--- src/rtl/writeback_unit.sv ---
// writeback_unit: retirement stage of the single-issue RV32I core.
// Owns the architectural state (32x32 register file, PC, cycle/instret
// counters), commits instructions presented by execute_unit, and halts the
// core when a control-flow target is not 4-byte aligned.
//
// Ports:
//   clk, rst_n          core clock, synchronous active-low reset
//   exec_valid, stall   instruction available / downstream not ready
//   rd_index, result,   writeback destination, value, and write enable
//   need_write_rd
//   pc_next             next PC from execute/branch logic
//   rs1_index/rs1_data  combinational register read port 1
//   rs2_index/rs2_data  combinational register read port 2
//   pc_read_data        current architectural PC
//   commit              instruction retires this cycle (combinational)
//   halted, trap_pc,    halt status, faulting PC, misaligned target
//   trap_target
//   halt_clear          resume at trap_pc+4 when halted
//   cycle_count,        free-running cycle and retired-instruction counters
//   instret_count
module writeback_unit #(
  parameter logic [31:0] RESET_VECTOR  = 32'h0000_0000,
  parameter int unsigned COUNTER_WIDTH = 64
) (
  input  logic                     clk,
  input  logic                     rst_n,
  input  logic                     exec_valid,
  input  logic                     stall,
  input  logic [4:0]               rd_index,
  input  logic [31:0]              result,
  input  logic                     need_write_rd,
  input  logic [31:0]              pc_next,
  input  logic [4:0]               rs1_index,
  input  logic [4:0]               rs2_index,
  output logic [31:0]              rs1_data,
  output logic [31:0]              rs2_data,
  output logic [31:0]              pc_read_data,
  output logic                     commit,
  output logic                     halted,
  output logic [31:0]              trap_pc,
  output logic [31:0]              trap_target,
  input  logic                     halt_clear,
  output logic [COUNTER_WIDTH-1:0] cycle_count,
  output logic [COUNTER_WIDTH-1:0] instret_count
);

  localparam logic [1:0] ST_BOOT   = 2'd0;
  localparam logic [1:0] ST_RUN    = 2'd1;
  localparam logic [1:0] ST_HALTED = 2'd2;

  localparam logic [COUNTER_WIDTH-1:0] CNT_ONE = {{(COUNTER_WIDTH-1){1'b0}}, 1'b1};

  logic [1:0]  state;
  logic [31:0] regs [32];
  logic        misaligned;

  assign misaligned = (pc_next[1:0] != 2'b00);
  assign commit     = (state == ST_RUN) && exec_valid && !stall;
  assign halted     = (state == ST_HALTED);

  // x0 is forced to zero on read; no bypass of a same-cycle write.
  assign rs1_data = (rs1_index == 5'd0) ? '0 : regs[rs1_index];
  assign rs2_data = (rs2_index == 5'd0) ? '0 : regs[rs2_index];

  always_ff @(posedge clk) begin
    if (!rst_n) begin
      state         <= ST_BOOT;
      pc_read_data  <= RESET_VECTOR;
      cycle_count   <= '0;
      instret_count <= '0;
      trap_pc       <= '0;
      trap_target   <= '0;
      for (int unsigned i = 0; i < 32; i++) begin
        regs[i[4:0]] <= '0;
      end
    end else begin
      cycle_count <= cycle_count + CNT_ONE;
      case (state)
        ST_BOOT: state <= ST_RUN;
        ST_RUN: begin
          if (commit) begin
            if (misaligned) begin
              // Faulting instruction does not retire: PC, regs, instret hold.
              trap_pc     <= pc_read_data;
              trap_target <= pc_next;
              state       <= ST_HALTED;
            end else begin
              pc_read_data  <= pc_next;
              instret_count <= instret_count + CNT_ONE;
              if (need_write_rd && (rd_index != 5'd0)) begin
                regs[rd_index] <= result;
              end
            end
          end
        end
        ST_HALTED: begin
          if (halt_clear) begin
            pc_read_data <= trap_pc + 32'd4;
            state        <= ST_RUN;
          end
        end
        default: state <= ST_BOOT;
      endcase
    end
  end

endmodule

--- config.mk ---
export PLATFORM = sky130hd
export DESIGN_NAME = writeback_unit
export DESIGN_NICKNAME = d
export VERILOG_FILES = /design/src/rtl/writeback_unit.sv
export SDC_FILE = /design/constraint.sdc
export NUM_CORES = 2
export LEC_CHECK = 0
export ABC_AREA = 1
export BUFFER_PORTS_ARGS = -buffer_cell sky130_fd_sc_hd__buf_2
export CORE_ASPECT_RATIO = 1.4
export CORE_UTILIZATION = 42
export CTS_BUF_LIST = sky130_fd_sc_hd__clkbuf_8
export CTS_CLUSTER_DIAMETER = 60
export DETAILED_ROUTE_END_ITERATION = 8
export SKIP_LAST_GASP = 1
export SYNTH_ARGS = -nofsm -noshare
export SYNTH_HDL_FRONTEND = slang
export SYNTH_SLANG_ARGS = --single-unit
export TNS_END_PERCENT = 1
--- constraint.sdc ---
create_clock -name clk -period 7.5 [get_ports clk]
set_input_delay 0 -clock clk [delete_from_list [all_inputs] [get_ports clk]]
set_output_delay 0 -clock clk [all_outputs]
set_load 0.005 [all_outputs]
* After elaboration in Yosys (flattened, before gate mapping)
Memory sizes are Yosys's and may differ from the RTL's.
Index checks and enable logic that the tools add are counted.
** Storage, ports and cells
- Register bits after elaboration :: 226
- Bits in writable memories :: 1024
- Word-level logic and storage cells :: 52
- Bits of input ports :: 85
- Memories :: 1
** Cells by class
- Bitwise operators :: 1
- Add/subtract/negate cells :: 3
- Mux-type cells :: 20
- Equal/unequal tests :: 6
- Reductions and logical operators :: 15
** Memories
- regs :: depth 32, bits a word 32, read ports 2, clocked after memory_dff 0, wr ports 32, RTL line 54 : logic [31:0] regs [32];
** Operators with widths (number)
- 2-to-1 mux 32 bit :: 6
- adder 64 x 1 -> 64 bit, second input constant :: 2
- one-hot mux 32 bit (2 select lines) :: 1
- adder 32 x 3 -> 32 bit, second input constant :: 1
- OR reduction 32 bit :: 1
- zero test 5 bit :: 2
- AND reduction 3 bit :: 3
- 2-to-1 mux 1 bit :: 8
- 2-to-1 mux 2 bit :: 3
- != test 2 bit, second input constant :: 3
- one-hot mux 2 bit (3 select lines) :: 1
- 2-to-1 mux 5 bit :: 1
- nonzero test 5 bit :: 1
- AND reduction 4 bit :: 1
- nonzero test 2 bit :: 2
- logical AND 1 bit :: 3
- == test 2 x 1 -> 1 bit, second input constant :: 1
- == test 2 bit, second input constant :: 1
- zero test 2 bit :: 1
- != test 2 x 1 -> 1 bit, second input constant :: 1
- zero test 1 bit :: 1
- inverter 1 bit :: 1

* Logic depth before layout (Yosys ltp)
- Word-level depth :: 10
- Gate-level depth with buffers :: 12
- Depth with buffers taken out :: 11

* Worst setup path before layout
Ideal clock, no wire load.
- Kind :: register to register
- Start :: reg state[0]
- End :: mem regs[19][0], enable pin
- Arrival :: 2.237 ns
- Clock period less this slack :: 2.626 ns
- Cell stages (with the launch flop) :: 10
- Path slack :: 4.874 ns
- Setup time :: 0.389 ns
- Cell sequence :: dfxtp_1 inv_2 nor2_2 nand2_1 nor2_4 nand4_4 nor2_2 nand2_1 clkbuf_1 nand2_1
** RTL lines
- start: declaration :: RTL line 53 : logic [1:0] state;
- start signal: assignment :: RTL line 67 : state <= ST_BOOT;
- start signal: assignment :: RTL line 79 : ST_BOOT: state <= ST_RUN;
- start signal: assignment :: RTL line 86 : state <= ST_HALTED;
- end: declaration :: RTL line 54

==> results.md <==
- Comb pwr share: 12.1%
- Unique masters post-synth: 37
- Dominant register cell in the synthesized netlist: edfxtp_1
- Maximum buffer depth of the clock tree: 3
- Global router's overall resource usage: 32.6%
- Global-route wire length before repair: 394,000 um
- Non-filler cells, final: 11,302
- TritonCTS Sinks: 1,250
- Violations in the final reports: DRC
- Power density over cell area: 208 nW/um^2
- Peak per-stage delay on the critical path: 1.15 ns
- Number of H-tree levels: 4
- Number of hold-repair buffers added at the cts stage: 123
- Sum of buffers and inverters on the critical path: 3
- Worst-Skew Late Latency: 0.98 ns
- Most common library cell in the layout ignoring fill and taps: nand2_1
- I/O pin cnt: 375
- Vias after detailed routing: 65,901
- Largest fanout on the critical path: 33
- Result of the run: complete, but fails checks
- Class of the tightest hold or removal check: in2reg
- Slew HR: 14.8%
- Commonest cells after routing, fill and taps aside: 2,549 x nand2_1, 1,763 x nor2_1, 1,294 x nand3_1
- Portion of synthesized cell area occupied by the leading cell type: 45.6%
- Final number of max-transition violations: 0
- Total count of hold-check failures in the final report: 0
- Max-cap violations: 0
- Total placed cells including tap cells: 10,800
- Switching part of the total power: 29.1%
- Number of buffers created by CTS: 202
- Count of port buffers added during placement: 374
- Final weighted congestion in routability-driven placement: 0.956
- Required time reported for the critical path endpoint: 8.06 ns
- Leakage power: 30.6 nW
- Number of global-route vias before repair: 62,094
- Area of the core region: 159,000 sq um
- WL final: 272,000 um
- Cell row count: 173
- Element type at the critical path start: primary input
- Post-synthesis area per instance: 7.56 sq um
- Area taken by multi-input logic gates: 28,700 sq um
- Die W: 341 um
- FF/Latch Area: 35,300 sq um
- Floorplan die area: 162,000 sq um
- Starting DRC count in detailed routing: 8,179
- Global route total overflow: 0
- Type of the setup path with the least slack: in2reg
- Max rail drop VDD: 0.000208 V
- Cell family with most CP delay: simple AND/OR/NAND/NOR gates
- Mapped Area: 67,400 sq um
- Crit end category: flop
- Number of instances in the synthesized netlist: 8,914
- Post-detailed-route wirelength per cell: 24.1 um
- Setup repair after global routing missed its margin: false
- Die Y: 476 um
- Number of design rule violations left after detail routing: 3
- Setup TNS: 0 ns
- Setup violators final: 0
- TritonCTS clock tree: built
- Post-detail-place hpwl: 166,000 um
- Yosys warning count: 0
- Sequential-to-total area share from yosys stat: 52.3%
- Slowest library cell on the worst path: nand2_2
- FFs w/ async S/R, synth: 0%
- CP cell instances: dlygate4sd3_1 -> buf_2 -> dlygate4sd3_1 -> nor2_1 -> nand2_1 -> nor2_4 -> nand4_4 -> nor2_2 -> nand2_2 -> nand2_2
- Signed area change from the synthesized netlist to the final layout: 11.8%
- Portion of total power attributed to sequential cells: 50.2%
- Routed vias/inst: 5.83
- Clock network fraction of design power: 37.6%
- Fin crit period: 4.48 ns
- Leading cell types by total area after synthesis: edfxtp_1 46%, nand2_1 15%, nor2_1 9.8%
- Final cycle utilization of the critical path: 59.8%
- Achievable frequency: 223 MHz
- Switching pwr: 4.57 mW
- Post-synth EDFFs: 1,024
- Critical path arrival: 5.04 ns
- Share of final-layout standard cells stronger than drive strength 1: 8.94%
- FF+latch count, synth: 1,250
- Clk pin slew, worst setup/hold paths: 0.07 ns
- Number of search-and-repair iterations in the first detailed-routing pass: 9
- Maximum number of pins on one net before global-route repair: 160
- Count of nets after finishing: 9,115
- Setup bufs post-CTS: 0
- Transition time of the tightest slew-check pin: 1.27 ns
- Starting Density: 42.4%
- # fillers: 15,636
- PostCTS Resize Cnt: 0
- Top cell type by total area after synthesis: edfxtp_1
- Number of routed nets with antenna violations: 0
- Clock Root Buffer: clkbuf_8
- Number of antenna violations at the first check in global routing: 8
- Cell-internal power: 11.1 mW
- Final worst clock skew: 0.0599 ns
==> cells by family after synthesis <==
group           after synthesis  share of synthesized area (%)
simple gates               5799                           35.1
flops                      1250                           52.3
buf+inv                     971                           5.58
compound gates              858                           6.47
xor+xnor                     32                          0.416
fa+ha+maj                     3                         0.0557
other cells                   1                        0.00556
==> power by group through the flow <==
stage	Combinational, mW	Clock [mW]	Sequential (mW)
2_1_floorplan	1.06	0	7.96
3_3_place_gp	1.77	0	8.01
3_5_place_dp	1.79	0	8.02
4_1_cts	1.85	5.93	7.88
5_1_grt	2.02	6.20	7.90
6_report	1.91	5.90	7.88
==> layer usage <==
| layer | global-route usage (%) | wire length (um) | up-vias |
|---|---|---|---|
| met4 | 19.4 | 17200 | 12 |
| li1 | - | - | 29636 |
| met1 | 38.7 | 97600 | 31118 |
| met5 | 0 | 69 | - |
| met2 | 54.1 | 128000 | 4190 |
| met3 | 7.04 | 29000 | 945 |
==> synthesized netlist by cell type, drive strengths merged, types with 3 or more instances <==
cell type and number:
a21oi 301, a31oi 6, buf 164, clkbuf 523, dfxtp 226, edfxtp 1024
ha 3, inv 282, nand2 2610, nand3 1296, nand3b 4, nand4 51
nor2 1768, nor3 57, o211ai 9, o21a 3, o21ai 519, o22ai 17
or2 6, xnor2 12, xor2 20
==> metrics by stage <==
stage / power [mW] / setup slack [ns] / util, % / hold slack [ns] / cell area [sq um]
3_5_place_dp: 9.81 / 3.29 / 44.1 / 0.255 / 70200
4_1_cts: 15.7 / 3.20 / 47.4 / 0.00218 / 75300
6_report: 15.7 / 3.02 / 47.4 / 0.0965 / 75300
2_1_floorplan: 9.02 / 4.87 / - / 0.135 / 67500
5_1_grt: 16.1 / 3.01 / 47.4 / 0.0962 / 75300
3_3_place_gp: 9.78 / 3.30 / 44.1 / 0.243 / 70200
==> registers in the layout (all words and copies together), names as in the netlist <==
name / count
instret_count: 64
state: 2
pc_read_data: 32
trap_pc: 32
cycle_count: 64
regs: 1024
trap_target: 32
==> layout make-up <==
cell class | instances | share of cell area [%]
inverter | 284 | 1.47
multi-input combinational | 6724 | 38.0
clock inverter | 159 | 1.20
tap | 2100 | 3.49
sequential | 1250 | 46.8
clock buffer | 216 | 3.95
antenna | 4 | 0.0133
timing repair buffer | 565 | 5.01
==> final timing paths <==
check | depth (start not counted) | endpoint | slack, ns | from
worst min-delay path | 6 | pc_read_data[27] | 0.1 | pc_next[27]
worst max register to register | 8 | regs[19][23] | 3.08 | state[0]
worst max-delay path | 10 | regs[19][23] | 3.02 | pc_next[0]
worst min register to register | 2 | trap_target[0] | 0.47 | trap_target[0]
==> worst reg2reg max path, cell delays in order, from the launching register on <==
cell and delay (ns):
dfxtp_1 0.35, inv_2 0.05, nor2_2 0.14, nand2_1 0.15
nor2_4 0.46, nand4_4 0.26, nor2_2 0.63, nand2_2 0.78
nand2_2 1.15
Note: power is estimated with default switching activity, not from simulation.
